[src/rtl/cmpp_pkg.sv]
// Shared compare-to-predicate definitions: op encodings, arbiter pointer states
// and the guarded result helper.
package cmpp_pkg;

   // op[1:0] selects normal/inverted sense for each result; op[2] marks a no-op
   typedef enum logic [1:0] {
      CMP_NN = 2'b00,
      CMP_NI = 2'b01,
      CMP_IN = 2'b10,
      CMP_II = 2'b11
   } cmp_kind_e;

   localparam int OP_NOP_BIT  = 2;
   localparam int OP_INV0_BIT = 1;
   localparam int OP_INV1_BIT = 0;

   localparam logic [15:0] CNT_MAX = 16'hFFFF;

   typedef enum logic {
      LAST_RQ0 = 1'b0,
      LAST_RQ1 = 1'b1
   } rr_state_e;

   function automatic logic cmp_bit(input logic pred, input logic outt, input logic inv);
      return pred & (outt ^ inv);
   endfunction

endpackage

[src/rtl/cmpp_rr_arb.sv]
// Two-way round-robin arbiter; the pointer remembers the last accepted requester.
//
//  state    | meaning
//  LAST_RQ0 | requester 0 won last; requester 1 wins a tie
//  LAST_RQ1 | requester 1 won last (or reset); requester 0 wins a tie
module cmpp_rr_arb
   import cmpp_pkg::*;
(
   input  logic       clk,
   input  logic       reset,
   input  logic [1:0] req,
   input  logic       accept,
   output logic [1:0] grant
);

   rr_state_e state, state_nxt;

   always_ff @(posedge clk or posedge reset) begin
      if (reset) state <= LAST_RQ1;
      else       state <= state_nxt;
   end

   always_comb begin
      grant = 2'b00;
      case (req)
         2'b01:   grant = 2'b01;
         2'b10:   grant = 2'b10;
         2'b11:   grant = (state == LAST_RQ1) ? 2'b01 : 2'b10;
         default: grant = 2'b00;
      endcase
   end

   // Kept apart from the grant decode so accept (derived from grant) cannot form a loop
   always_comb begin
      state_nxt = state;
      if (accept) state_nxt = grant[1] ? LAST_RQ1 : LAST_RQ0;
   end

endmodule

[src/rtl/cmpp_sched.sv]
// Two-requester compare scheduler: arbitrates, registers one compare into S1,
// and retires it into the predicate file on the following edge.
module cmpp_sched
   import cmpp_pkg::*;
#(
   parameter  int width = 4,
   parameter  int npred = 8,
   localparam int pw    = $clog2(npred)
)(
   input  logic                clk,
   input  logic                reset,
   input  logic [1:0]          rq_valid,
   output logic [1:0]          rq_ready,
   input  logic [2*width-1:0]  rq_i0,
   input  logic [2*width-1:0]  rq_i1,
   input  logic [5:0]          rq_op,
   input  logic [1:0]          rq_pred,
   input  logic [2*pw-1:0]     rq_dst0,
   input  logic [2*pw-1:0]     rq_dst1,
   input  logic                stall,
   input  logic                clear,
   output logic [npred-1:0]    pred_q,
   output logic                done_valid,
   output logic                done_id,
   output logic [15:0]         op_cnt
);

   logic [1:0]       grant;
   logic             hold, accept, gid;
   logic [width-1:0] sel_i0, sel_i1;
   logic [2:0]       sel_op;
   logic             sel_pred;
   logic [pw-1:0]    sel_dst0, sel_dst1;

   logic             s1_valid, s1_id, s1_pred;
   logic [width-1:0] s1_i0, s1_i1;
   logic [2:0]       s1_op;
   logic [pw-1:0]    s1_dst0, s1_dst1;

   logic             retire, outt, r0, r1;
   logic [npred-1:0] pred_nxt;

   cmpp_rr_arb u_arb (
      .clk    (clk),
      .reset  (reset),
      .req    (rq_valid),
      .accept (accept),
      .grant  (grant)
   );

   assign hold     = stall | clear | reset;
   assign rq_ready = grant & {2{~hold}};
   assign accept   = |rq_ready;
   assign gid      = rq_ready[1];

   assign sel_i0   = gid ? rq_i0[2*width-1:width] : rq_i0[width-1:0];
   assign sel_i1   = gid ? rq_i1[2*width-1:width] : rq_i1[width-1:0];
   assign sel_op   = gid ? rq_op[5:3]             : rq_op[2:0];
   assign sel_pred = gid ? rq_pred[1]             : rq_pred[0];
   assign sel_dst0 = gid ? rq_dst0[2*pw-1:pw]     : rq_dst0[pw-1:0];
   assign sel_dst1 = gid ? rq_dst1[2*pw-1:pw]     : rq_dst1[pw-1:0];

   always_ff @(posedge clk or posedge reset) begin
      if (reset) begin
         s1_valid <= 1'b0;
         s1_id    <= 1'b0;
         s1_i0    <= '0;
         s1_i1    <= '0;
         s1_op    <= '0;
         s1_pred  <= 1'b0;
         s1_dst0  <= '0;
         s1_dst1  <= '0;
      end else if (clear) begin
         s1_valid <= 1'b0;
      end else if (!stall) begin
         s1_valid <= accept;
         if (accept) begin
            s1_id   <= gid;
            s1_i0   <= sel_i0;
            s1_i1   <= sel_i1;
            s1_op   <= sel_op;
            s1_pred <= sel_pred;
            s1_dst0 <= sel_dst0;
            s1_dst1 <= sel_dst1;
         end
      end
   end

   assign retire = s1_valid & ~stall & ~clear;
   assign outt   = (s1_i0 != s1_i1);
   assign r0     = cmp_bit(s1_pred, outt, s1_op[OP_INV0_BIT]);
   assign r1     = cmp_bit(s1_pred, outt, s1_op[OP_INV1_BIT]);

   // r1 is written second so it wins when both destinations coincide
   always_comb begin
      pred_nxt = pred_q;
      if (retire && !s1_op[OP_NOP_BIT]) begin
         pred_nxt[s1_dst0] = r0;
         pred_nxt[s1_dst1] = r1;
      end
   end

   always_ff @(posedge clk or posedge reset) begin
      if (reset)      pred_q <= '0;
      else if (clear) pred_q <= '0;
      else            pred_q <= pred_nxt;
   end

   always_ff @(posedge clk or posedge reset) begin
      if (reset) begin
         done_valid <= 1'b0;
         done_id    <= 1'b0;
         op_cnt     <= '0;
      end else begin
         done_valid <= retire;
         if (retire) begin
            done_id <= s1_id;
            if (op_cnt != CNT_MAX) op_cnt <= op_cnt + 16'd1;
         end
      end
   end

endmodule
[config.mk]
export PLATFORM = sky130hd
export DESIGN_NAME = cmpp_sched
export DESIGN_NICKNAME = d
export VERILOG_FILES = /design/src/rtl/cmpp_pkg.sv /design/src/rtl/cmpp_rr_arb.sv /design/src/rtl/cmpp_sched.sv
export SDC_FILE = /design/constraint.sdc
export NUM_CORES = 1
export LEC_CHECK = 0
export BUFFER_PORTS_ARGS = -buffer_cell sky130_fd_sc_hd__buf_4
export CAP_MARGIN = 5
export CORE_AREA = 2 2 75 77
export DETAILED_ROUTE_END_ITERATION = 6
export DIE_AREA = 0 0 77 79
export PLACE_DENSITY = 0.71
export SETUP_SLACK_MARGIN = 0.15
export SLEW_MARGIN = 20
export SYNTH_ARGS = -nofsm -noshare
export SYNTH_HDL_FRONTEND = slang
export SYNTH_SLANG_ARGS = --single-unit
[constraint.sdc]
create_clock -name clk -period 1.92 [get_ports clk]
set_input_delay 0.384 -clock clk [delete_from_list [all_inputs] [get_ports clk]]
set_output_delay 0.384 -clock clk [all_outputs]
set_load 0.1 [all_outputs]
==> results.tsv <==
metric	value	unit
status	completed	
Die Y	79	µm
leading area contributor after synthesis	dfrtp_1	
Worst path top cell family by delay	flip-flops	
XOR/XNOR share of the synthesized area	8.48	%
fin crit period	1.71	ns
Mapped Avg Cell Area	10.0	µm²
final wirelength	5.50	mm
main flop type after synthesis	dfrtp_1	
Max FO, Critical Path	3	
initial core utilization	48.4	%
syn nets	300	
Root Buffer	clkbuf_8	
vias in the first global route	2035	
via count	2102	
cell count after synthesis	257	
top-area cell type share of the netlist area	44.6	%
setup TNS	0	ns
Synth async-reset ratio	100	%
compound-gate portion of the synthesized area	10.8	%
pin count of the biggest net entering global routing	48	
CP Capture Type	output pin	
CP required	1.54	ns
mux cell area share after synthesis	11.3	%
Crit Path Class	flip-flop to output pin	
leakage power	1.59	nW
Num CTS Buffers	5	
CTS Sinks	47	
first-pass GRT wire length	9.59	mm
Reg clk slew, reported paths	0.09	ns
P per Cell Area	881	nW/µm²
area of the multi-input gates	1330	µm²
gr usage total	19.4	%
Post-Synth Simple-Gate Area	19.4	%
diode count	0	
storage element area	1230	µm²
main combinational cell family by area after synthesis	simple AND/OR/NAND/NOR gates	
Post-Syn Area	2580	µm²
Clock Latency Late Sink	0.29	ns
synth top area cells	dfrtp_1, mux2i_1, xnor2_1	
Yosys cell types	36	
initial antenna violation count	0	
number of setup buffers added after CTS	0	
WP buf/inv	2	
Post-DP HPWL	3.91	mm
Max Root-Sink Buffers	2	
wire length per cell	13.9	µm
crit share post-route	89.1	%
slowest CP cell	dfstp_2	
Core Box Area	5340	µm²
final instance area	3390	µm²
Inst Count DP	388	
maxcap violations	0	
final core utilization	63.5	%
Post-Route Skew	0.00657	ns
Post-synth top cells	dfrtp_1, mux2i_1, a21oi_1	
EDFF count, synth	0	
# nets final	366	
adder and majority gate portion of the synthesized area	0.485	%
H-tree depth	2	
Detail Route Antenna Nets	0	
Peak VDD IR	0.413	mV
worst-margin pin slew	0.381	ns
DRC Markers	0	
Placed Area	3270	µm²
CP Data Arrival Time	1.33	ns
Final Hold Fails	0	
Synth Register Bits	47	
most frequent cell after synthesis	dfrtp_1	
Port Buf Inserts	69	
post-route insts no fill	396	
TritonCTS clock tree	built	
drt first pass iters	4	
synth warn	0	
Core Rows	27	
Final setup viols	0	
die width	77	µm
Worst Setup Start Kind	flip-flop	
fin. max-slew vios	0	
vias per cell	5.31	
I/O pin total	70	
unrepaired setup endpoints after global routing	no	
die area	6080	µm²
layout cells sized above 1	34.6	%
total grt overflow	0	
worst path cell trace	nand2b_1 -> nand3_2 -> inv_2 -> buf_12	
Seq/Total Area, Yosys	45.6	%
Hold Path Class	input port to async pin	
Area Growth Syn to Fin	31.2	%
number of fill cells	482	
Placer Congestion	0.782	
Max Clk Rate	0.584	GHz
Iter 0 DRT Violations	139	
worst rel slew slack	74.6	%
CP max stage delay	0.55	ns
-- final cells by class --
type	instances	area share [%]
clock buffer	7	2.55
clock inverter	1	0.259
inverter	8	0.887
multi-input combinational	184	39.2
sequential	47	36.3
tap	72	2.66
timing repair buffer	77	18.2
-- registers in the layout, summed over array words and instances, names as in the netlist --
| signal | count |
|---|---|
| op_cnt | 16 |
| s1_dst1 | 3 |
| done_valid | 1 |
| s1_id | 1 |
| s1_valid | 1 |
| s1_i0 | 4 |
| pred_q | 8 |
| s1_pred | 1 |
| s1_op | 3 |
| s1_i1 | 4 |
| done_id | 1 |
| s1_dst0 | 3 |
| u_arb.state | 1 |
-- cell families (layout without fill, tap and decap cells) --
kind of cell | after synthesis | count (layout)
xor gates and xnor gates | 25 | 25
adders and majority gates | 1 | 1
AOI/OAI and AO/OA | 44 | 44
buffers and inverters | 26 | 93
and+or+nand+nor | 85 | 85
DFF | 47 | 47
muxes | 29 | 29
-- through the flow --
stage	power (mW)	hold WS, ns	setup slack (ns)
2_1_floorplan	2.12	0.443	0.0936
3_3_place_gp	2.36	0.454	0.285
3_5_place_dp	2.38	0.459	0.243
4_1_cts	3.00	0.131	0.173
5_1_grt	3.15	0.157	0.141
6_report	2.98	0.141	0.209
-- power by group --
group / switching, mW / total (mW) / internal [mW]
clock network: 0.329 / 0.624 / 0.296
logic: 0.607 / 1.01 / 0.399
registers: 0.198 / 1.35 / 1.15
-- metal layers --
metal,wire length [µm],global-route usage [%],vias to the layer above
li1,-,-,1052
met1,2610,27.6,985
met2,2490,28.7,58
met3,330,5.34,7
met4,65,6.43,0
met5,0,0,-
-- worst min-delay path, delay by kind of cell --
kind | cells | cell delay, ns
buf+inv | 3 | 0.43
-- cell usage in the layout (no fill, tap or decap), types with 4 or more instances in the layout --
cell type / Yosys / final
a21oi_1: 23 / 23
and3_1: 8 / 8
buf_4: 0 / 74
clkbuf_8: 0 / 6
dfrtp_1: 46 / 30
dfrtp_4: 0 / 13
inv_1: 6 / 5
mux2i_1: 27 / 27
nand2_1: 11 / 11
nand3_1: 8 / 7
nand3b_1: 10 / 10
nand4_1: 6 / 6
nor2_1: 19 / 19
nor3_1: 5 / 4
nor3b_1: 6 / 6
o211ai_1: 4 / 4
o21ai_0: 4 / 4
o32ai_1: 4 / 4
xnor2_1: 18 / 18
xor2_1: 7 / 7
-- path summary, 6_finish.rpt --
kind                        startpoint     endpoint  slack (ns)  cells past startpoint
max                        u_arb.state  rq_ready[0]        0.21                      4
min                              reset     s1_valid        0.14                      3
max reg2reg                  op_cnt[6]    op_cnt[1]        0.30                      4
min reg2reg                      s1_id        s1_id        0.48                      2
max in group asynchronous        reset  u_arb.state        1.52                      3
min in group clk              rq_i0[7]     s1_i0[3]        0.33                      3
-- repair_timing --
item / 4_1_cts / 5_1_grt
resized for setup: 1 / 4
endpoints found under the setup margin: 1 / 2
hold buffers: 0 / 0
Power figures use the tool's default switching activity.
